`src/rtl/add_sub_ovf_unit_if.sv`:
```
// Operand/result stream interface for add_sub_ovf_unit.
// The master side offers operand beats and accepts result beats.
interface add_sub_ovf_unit_if #(
    parameter int WIDTH = 32
);
    logic             in_valid;
    logic             in_ready;
    logic [WIDTH-1:0] a;
    logic [WIDTH-1:0] b;
    logic             op_sub;
    logic             signed_mode;
    logic             sat_mode;
    logic             out_valid;
    logic             out_ready;
    logic [WIDTH-1:0] result;
    logic             overflow;
    logic             carry;

    modport master (
        output in_valid, a, b, op_sub, signed_mode, sat_mode, out_ready,
        input  in_ready, out_valid, result, overflow, carry
    );

    modport slave (
        input  in_valid, a, b, op_sub, signed_mode, sat_mode, out_ready,
        output in_ready, out_valid, result, overflow, carry
    );
endinterface

```
`src/rtl/add_sub_ovf_unit.sv`:
```
// Two-stage pipelined adder/subtractor with signed/unsigned overflow detection,
// optional saturation and a sticky overflow flag.
module add_sub_ovf_unit #(
    parameter int WIDTH  = 32,
    parameter int SAT_EN = 1
) (
    input  logic                 clk,
    input  logic                 rst_n,
    add_sub_ovf_unit_if.slave    bus,
    input  logic                 sticky_clr,
    output logic                 ovf_sticky
);
    localparam int MSB = WIDTH - 1;
    localparam logic [WIDTH-1:0] SMAX = {1'b0, {(WIDTH-1){1'b1}}};
    localparam logic [WIDTH-1:0] SMIN = {1'b1, {(WIDTH-1){1'b0}}};

    logic             s1_valid;
    logic [WIDTH-1:0] s1_a;
    logic [WIDTH-1:0] s1_b;
    logic             s1_sub;
    logic             s1_signed;
    logic             s1_sat;

    logic             s2_valid;
    logic [WIDTH-1:0] s2_result;
    logic             s2_ovf;
    logic             s2_carry;

    logic             s1_adv;
    logic             s2_adv;

    logic [WIDTH-1:0] operand_b;
    logic [WIDTH:0]   raw;
    logic             raw_carry;
    logic             sgn_ovf;
    logic             uns_ovf;
    logic             ovf;
    logic [WIDTH-1:0] final_result;

    assign s2_adv      = !s2_valid || bus.out_ready;
    assign s1_adv      = !s1_valid || s2_adv;
    assign bus.in_ready = s1_adv;

    always_ff @(posedge clk or negedge rst_n) begin
        if (!rst_n) begin
            s1_valid  <= 1'b0;
            s1_a      <= '0;
            s1_b      <= '0;
            s1_sub    <= 1'b0;
            s1_signed <= 1'b0;
            s1_sat    <= 1'b0;
        end else if (s1_adv) begin
            s1_valid <= bus.in_valid;
            if (bus.in_valid) begin
                s1_a      <= bus.a;
                s1_b      <= bus.b;
                s1_sub    <= bus.op_sub;
                s1_signed <= bus.signed_mode;
                s1_sat    <= bus.sat_mode;
            end
        end
    end

    // Subtraction is a + ~b + 1, so carry-out of 1 means "no borrow".
    always_comb begin
        operand_b    = s1_sub ? ~s1_b : s1_b;
        raw          = {1'b0, s1_a} + {1'b0, operand_b} + {{WIDTH{1'b0}}, s1_sub};
        raw_carry    = raw[WIDTH];
        if (s1_sub)
            sgn_ovf = (s1_a[MSB] != s1_b[MSB]) && (raw[MSB] != s1_a[MSB]);
        else
            sgn_ovf = (s1_a[MSB] == s1_b[MSB]) && (raw[MSB] != s1_a[MSB]);
        uns_ovf      = s1_sub ? !raw_carry : raw_carry;
        ovf          = s1_signed ? sgn_ovf : uns_ovf;
        final_result = raw[MSB:0];
        if ((SAT_EN != 0) && s1_sat && ovf) begin
            if (s1_signed)
                final_result = s1_a[MSB] ? SMIN : SMAX;
            else
                final_result = s1_sub ? {WIDTH{1'b0}} : {WIDTH{1'b1}};
        end
    end

    always_ff @(posedge clk or negedge rst_n) begin
        if (!rst_n) begin
            s2_valid  <= 1'b0;
            s2_result <= '0;
            s2_ovf    <= 1'b0;
            s2_carry  <= 1'b0;
        end else if (s2_adv) begin
            s2_valid <= s1_valid;
            if (s1_valid) begin
                s2_result <= final_result;
                s2_ovf    <= ovf;
                s2_carry  <= raw_carry;
            end
        end
    end

    // A transferring overflow beat beats a simultaneous clear.
    always_ff @(posedge clk or negedge rst_n) begin
        if (!rst_n)
            ovf_sticky <= 1'b0;
        else if (s2_valid && bus.out_ready && s2_ovf)
            ovf_sticky <= 1'b1;
        else if (sticky_clr)
            ovf_sticky <= 1'b0;
    end

    assign bus.out_valid = s2_valid;
    assign bus.result    = s2_result;
    assign bus.overflow  = s2_ovf;
    assign bus.carry     = s2_carry;
endmodule

```
`src/flat_wrapper.sv`:
```
// flat-port wrapper written by rule: the top's interface ports become plain ports
module add_sub_ovf_unit_flat 
#(
    parameter int WIDTH  = 32,
    parameter int SAT_EN = 1
)
  (clk, rst_n, sticky_clr, ovf_sticky, bus_in_valid, bus_a, bus_b, bus_op_sub, bus_signed_mode, bus_sat_mode, bus_out_ready, bus_in_ready, bus_out_valid, bus_result, bus_overflow, bus_carry);
  add_sub_ovf_unit_if #(.WIDTH(WIDTH)) bus_i ();
  input  logic clk;
  input  logic rst_n;
  input  logic sticky_clr;
  output logic ovf_sticky;
  input wire logic [$bits(bus_i.in_valid)-1:0] bus_in_valid;
  input wire logic [$bits(bus_i.a)-1:0] bus_a;
  input wire logic [$bits(bus_i.b)-1:0] bus_b;
  input wire logic [$bits(bus_i.op_sub)-1:0] bus_op_sub;
  input wire logic [$bits(bus_i.signed_mode)-1:0] bus_signed_mode;
  input wire logic [$bits(bus_i.sat_mode)-1:0] bus_sat_mode;
  input wire logic [$bits(bus_i.out_ready)-1:0] bus_out_ready;
  output wire logic [$bits(bus_i.in_ready)-1:0] bus_in_ready;
  output wire logic [$bits(bus_i.out_valid)-1:0] bus_out_valid;
  output wire logic [$bits(bus_i.result)-1:0] bus_result;
  output wire logic [$bits(bus_i.overflow)-1:0] bus_overflow;
  output wire logic [$bits(bus_i.carry)-1:0] bus_carry;
  assign bus_i.in_valid = bus_in_valid;
  assign bus_i.a = bus_a;
  assign bus_i.b = bus_b;
  assign bus_i.op_sub = bus_op_sub;
  assign bus_i.signed_mode = bus_signed_mode;
  assign bus_i.sat_mode = bus_sat_mode;
  assign bus_i.out_ready = bus_out_ready;
  assign bus_in_ready = bus_i.in_ready;
  assign bus_out_valid = bus_i.out_valid;
  assign bus_result = bus_i.result;
  assign bus_overflow = bus_i.overflow;
  assign bus_carry = bus_i.carry;
  add_sub_ovf_unit #(.WIDTH(WIDTH), .SAT_EN(SAT_EN)) u_core (.clk(clk), .rst_n(rst_n), .bus(bus_i), .sticky_clr(sticky_clr), .ovf_sticky(ovf_sticky));
endmodule
```
`config.mk`:
```
export PLATFORM = sky130hd
export DESIGN_NAME = add_sub_ovf_unit_flat
export DESIGN_NICKNAME = d
export VERILOG_FILES = /design/src/rtl/add_sub_ovf_unit_if.sv /design/src/rtl/add_sub_ovf_unit.sv /design/src/flat_wrapper.sv
export SDC_FILE = /design/constraint.sdc
export NUM_CORES = 1
export LEC_CHECK = 0
export CAP_MARGIN = 5
export CORE_UTILIZATION = 50
export DETAILED_ROUTE_END_ITERATION = 10
export GPL_TIMING_DRIVEN = 0
export HOLD_SLACK_MARGIN = 0.02
export PLACE_DENSITY = 0.87
export SKIP_LAST_GASP = 1
export SYNTH_ARGS = -nofsm -noshare
export SYNTH_HDL_FRONTEND = slang
export SYNTH_SLANG_ARGS = --single-unit
```
`constraint.sdc`:
```
create_clock -name clk -period 5.47 [get_ports clk]
set_clock_uncertainty 0.05 [all_clocks]
set_input_delay 1.094 -clock clk [delete_from_list [all_inputs] [get_ports clk]]
set_output_delay 1.094 -clock clk [all_outputs]
set_load 0.1 [all_outputs]
```
## After elaboration in Yosys (flattened, before gate mapping)

Index checks and enable logic that the tools add are counted.

| word-level totals | value |
|---|---|
| output and inout bits | 37 |
| input bits | 72 |
| word-level logic and storage cells | 40 |
| bits in registers | 104 |

| cells by class | value |
|---|---|
| multiplexer cells | 10 |
| bitwise gates (word level) | 1 |
| reductions and logical operators | 13 |
| equal/unequal tests | 3 |
| add/sub/neg operators | 2 |

Operator list:

| cell | number |
|---|---|
| $mux W32 | 5 |
| $add A32 B32 Y33 | 1 |
| $add A33 B1 Y33 | 1 |
| $not A32 Y32 | 1 |
| $logic_and A1 B1 Y1 | 5 |
| $mux W1 | 5 |
| $reduce_and A2 Y1 | 2 |
| $logic_not A1 Y1 | 3 |
| $logic_or A1 B1 Y1 | 2 |
| $ne A1 B1 Y1 | 2 |
| $reduce_bool A2 Y1 | 1 |
| $eq A1 B1 Y1 | 1 |

## Depth between registers and ports, before layout

| logic depth | value |
|---|---|
| word-level depth | 10 |
| gate-level depth with buffers | 17 |
| mapped depth without buffers | 12 |

## Worst setup path after synthesis

OpenSTA, ideal clock, no wires.

| path | value |
|---|---|
| kind | register -> register |
| start point | reg u_core.s1_sub |
| end point | reg u_core.s2_result[27], in the netlist u_core.bus.result[27] |
| clock period less this slack | 3618 ps |
| data arrival time | 3444 ps |
| stages on the path, launching flop included | 16 |
| required time | 5296 ps |
| setup time | 124 ps |
| path slack | 1852 ps |
| path buffers | 3 |
| cells stage by stage | dfrtp_1 -> buf_2 -> clkbuf_1 -> xor2_1 -> fa_1 -> a21o_1 -> a21oi_2 -> o21ai_1 -> a41o_1 -> o21ai_1 -> a21boi_1 -> o31ai_4 -> nand2_2 -> buf_6 -> and3_1 -> a211o_1 |

| on the way | value |
|---|---|
| longest elaborated chain between the ends | 9 |
| elaborated cells between the ends (all ways) | 14 |
| classes of those cells | add/sub (2); eq/ne (1); mux (7); reduce/logical (4) |

RTL lines:

| what | RTL line | RTL |
|---|---|---|
| start: declaration | add_sub_ovf_unit.sv:20 | `logic s1_sub;` |
| start signal: assignment | add_sub_ovf_unit.sv:57 | `s1_sub <= bus.op_sub;` |
| $mux W32 | add_sub_ovf_unit.sv:66 | `operand_b = s1_sub ? ~s1_b : s1_b;` |
| $add A32 B32 Y33 | add_sub_ovf_unit.sv:67 | `raw = {1'b0, s1_a} + {1'b0, operand_b} + {{WIDTH{1'b0}}, s1_sub};` |
| $add A33 B1 Y33 | add_sub_ovf_unit.sv:67 |  |
| $ne A1 B1 Y1 | add_sub_ovf_unit.sv:70, add_sub_ovf_unit.sv:72 |  |
| $logic_and A1 B1 Y1 (on tied branches) | add_sub_ovf_unit.sv:72, add_sub_ovf_unit.sv:70 |  |
| $mux W1 | add_sub_ovf_unit.sv:69 | `if (s1_sub)` |
| $mux W1 | add_sub_ovf_unit.sv:74 | `ovf = s1_signed ? sgn_ovf : uns_ovf;` |
| $logic_and A1 B1 Y1 | add_sub_ovf_unit.sv:76 | `if ((SAT_EN != 0) && s1_sat && ovf) begin` |
| $mux W32 (*) | add_sub_ovf_unit.sv:76 |  |
| end signal: assignment | add_sub_ovf_unit.sv:93 | `s2_result <= final_result;` |
| end: declaration | add_sub_ovf_unit.sv:25 | `logic [WIDTH-1:0] s2_result;` |

Mark *: on every way between the ends. The rest lies on a longest branch, timed or not.
A chain may end at the register's enable or synchronous reset.

## Worst setup path in the final report

| path | value |
|---|---|
| start point | reg u_core.s1_sub |
| end point | reg u_core.s2_result[2], in the netlist u_core.bus.result[2] |

Same word-level chain as after synthesis.

==> impl_metrics.sql <==
INSERT INTO impl_metrics (metric_group, metric, value, unit) VALUES
('clock_tree', 'cts.reportedPaths.clkPinSlew', '70', 'ps'),
('drt', 'drcViolationCount', '0', ''),
('worst_setup_path', 'reg2reg_depth', '14', ''),
('die', 'fp.dieW', '114', 'um'),
('clock_tree', 'htree_num_levels', '3', ''),
('timing', 'rsz_0062_raised_after_global_routing', 'false', ''),
('hold_path', 'holdPathEnd', 'u_core.bus.result[27]$_DFFE_PN0P_', ''),
('finish', 'most_frequent_cells_in_the_layout', '107 x clkdlybuf4s50_1, 104 x dfrtp_1, 68 x mux2_2, 42 x nor2_1, 40 x xor2_1', ''),
('logic_synthesis', 'async_reset_ff_share', '100', '%'),
('logic_synthesis', 'compound_cell_area_share_of_the_yosys_netlist', '16.1', '%'),
('clock_tree', 'cts_max_path_buffers', '2', ''),
('timing', 'period_minus_slack', '4560', 'ps'),
('grt', 'first_global_vias', '4995', ''),
('clock_tree', 'numClockSinks', '104', ''),
('logic_synthesis', 'synth-simple-area-share', '12.0', '%'),
('worst_setup_path', 'startpoint', 'u_core.s1_sub$_DFFE_PN0P_', ''),
('status', 'status', 'finished, final reports clean', ''),
('logic_synthesis', 'parity_gate_share_of_the_synthesized_area_counting_xor_and_xnor_cells', '8.27', '%'),
('placement', 'dp.cells', '860', ''),
('logic_synthesis', 'ys_seq_area_share', '41.7', '%'),
('power', 'p_per_area', '591', 'mW/mm2'),
('clock_tree', 'post-cts-setup-buffer-count', '0', ''),
('hold_path', 'timing.hold.worst.class', 'flop to flop', ''),
('finish', 'drive_above_1_share', '20.8', '%'),
('grt', 'track_usage', '25.2', '%'),
('timing', 'slew_headroom', '34.0', '%'),
('logic_synthesis', 'synthesis.instances', '583', ''),
('logic_synthesis', 'synthFlopType', 'dfrtp_1', ''),
('timing', 'maximum_achievable_frequency', '219', 'MHz'),
('placement', 'globalplace.congestion', '0.856', ''),
('logic_synthesis', 'main_combinational_cell_family_by_area_after_synthesis', 'compound AO/OA/AOI/OAI gates', ''),
('worst_setup_path', 'critPathMaxFanout', '10', ''),
('worst_setup_path', 'crit_path_max_cell_delay', '690', 'ps'),
('power', 'total_leakage_power', '3.28', 'nW'),
('drt', 'drt_pass1_iterations', '4', ''),
('timing', 'timing_worst_slew_pin_value', '987', 'ps'),
('die', 'fp-row-count', '40', ''),
('worst_setup_path', 'timing.rr.end', 'u_core.bus.result[2]$_DFFE_PN0P_', ''),
('finish', 'n_fill_cell', '1032', ''),
('placement', 'dpl_worst_slack', '974', 'ps'),
('finish', 'design.final.nets', '807', ''),
('grt', 'grt_first_pass_wirelength', '25100', 'um'),
('die', 'io_pins', '109', ''),
('grt', 'antenna_violations_before_repair', '0', ''),
('logic_synthesis', 'yosys_warnings', '0', ''),
('hold_path', 'hp-start', 'u_core.bus.result[27]$_DFFE_PN0P_', ''),
('worst_setup_path', 'critical-path-slowest-cell', 'clkbuf_1', ''),
('finish', 'postLayoutCellArea', '0.00783', 'mm2'),
('placement', 'placement.io_buffers', '108', ''),
('grt', 'grt-ovfl-total', '0', ''),
('logic_synthesis', 'post_synth_edffs', '0', ''),
('drt', 'detailedRoute.firstIterationViolations', '184', ''),
('timing', 'report.final.slew_viol_count', '0', ''),
('hold_path', 'min_delay_path_depth', '1', ''),
('logic_synthesis', 'syn-cell-area', '0.00625', 'mm2'),
('drt', 'wl_per_cell', '17.3', 'um'),
('worst_setup_path', 'worst_r2r_startpoint', 'u_core.s1_sub$_DFFE_PN0P_', ''),
('logic_synthesis', 'postSynthNetCount', '687', ''),
('grt', 'grt_max_degree', '58', ''),
('logic_synthesis', 'synth_fa_ha_area_share', '6.53', '%'),
('worst_setup_path', 'start_kind', 'flop', ''),
('die', 'core', '0.0121', 'mm2'),
('worst_setup_path', 'critical_path_buf_inv_count', '2', ''),
('timing', 'finalSetupViolations', '0', ''),
('logic_synthesis', 'post_synth.cell_area_avg', '10.7', 'um2'),
('worst_setup_path', 'worstPathRequired', '5710', 'ps'),
('worst_setup_path', 'cp_capture_type', 'flop', ''),
('die', 'die-height', '114', 'um'),
('drt', 'route.vias.total', '4889', ''),
('timing', 'worst_setup_slack_final', '912', 'ps'),
('timing', 'hold_viol_final', '0', '');
==> stage by stage <==
stage | TNS (ps) | hold WS (ps) | util (%) | total power [mW]
after detailed placement | 0 | 435 | 62.4 | 4.03
after CTS | 0 | 451 | 64.6 | 4.64
final | 0 | 452 | 64.6 | 4.63
after floorplan | 0 | 421 | - | 3.34
after global routing | 0 | 481 | 64.6 | 4.88
after global placement | -44720 | 431 | 62.2 | 3.97
==> synthesized netlist by cell type (all sizes together) (5+ instances only) <==
cell type / instances / area (um2)
nand2b: 5 / 31.3
a31oi: 7 / 58.8
nor3: 5 / 25.0
xor2: 40 / 350
and2: 9 / 56.3
mux2: 68 / 766
a211o: 6 / 52.6
o21a: 6 / 45.0
dfrtp: 104 / 2600
clkbuf: 11 / 41.3
nand3: 7 / 35.0
a221o: 5 / 50.1
nor2: 42 / 158
buf: 14 / 108
inv: 10 / 37.5
o21ai: 18 / 90.1
o31ai: 5 / 51.3
nand2: 60 / 278
xnor2: 19 / 166
a21oi: 57 / 368
ha: 31 / 388
==> kinds of logic after synthesis <==
| logic type | after synthesis |
|---|---|
| adders and majority gates | 32 |
| muxes | 69 |
| AOI/OAI and AO/OA | 134 |
| xor gates and xnor gates | 59 |
| buffers and inverters | 35 |
| DFF | 104 |
| and+or+nand+nor | 150 |
==> metal layers <==
layer | up-vias | GRT usage (%) | share of wire (%)
met4 | 0 | 9.56 | 2.0
met1 | 2389 | 32.6 | 44
met5 | - | 0 | 0
met3 | 25 | 3.77 | 4.1
li1 | 2328 | - | -
met2 | 147 | 42.8 | 50
==> where the power goes <==
| part | switching [mW] | internal, mW |
|---|---|---|
| logic | 1.96 | 0.955 |
| clock network | 0.285 | 0.320 |
| registers | 0.140 | 0.971 |
==> state kept, by name, summed over array words and instances (netlist names) <==
name	count
u_core.bus.carry	1
u_core.bus.out_valid	1
u_core.bus.overflow	1
u_core.bus.result	32
u_core.ovf_sticky	1
u_core.s1_a	32
u_core.s1_b	32
u_core.s1_sat	1
u_core.s1_signed	1
u_core.s1_sub	1
u_core.s1_valid	1
==> cell type report <==
type,count,area (um2),share of cell area (%)
repair buffers,109,1110,14.1
plain buffers,25,149,1.90
inverters,10,37.5,0.479
well taps,168,210,2.68
clock buffers,13,250,3.20
multi-input cells,444,3460,44.2
flip-flops and latches,104,2600,33.2
clock inverters,3,17.5,0.224
==> how the worst max path moves through the flow <==
stage	to	cells after the start
floorplan	u_core.bus.result[27]$_DFFE_PN0P_	15
global placement	u_core.s1_b[8]$_DFFE_PN0P_	1
detailed placement	u_core.bus.result[2]$_DFFE_PN0P_	14
CTS	u_core.bus.result[2]$_DFFE_PN0P_	14
global route	u_core.bus.result[2]$_DFFE_PN0P_	14
finish	u_core.bus.result[2]$_DFFE_PN0P_	14
Power figures use the tool's default switching activity.
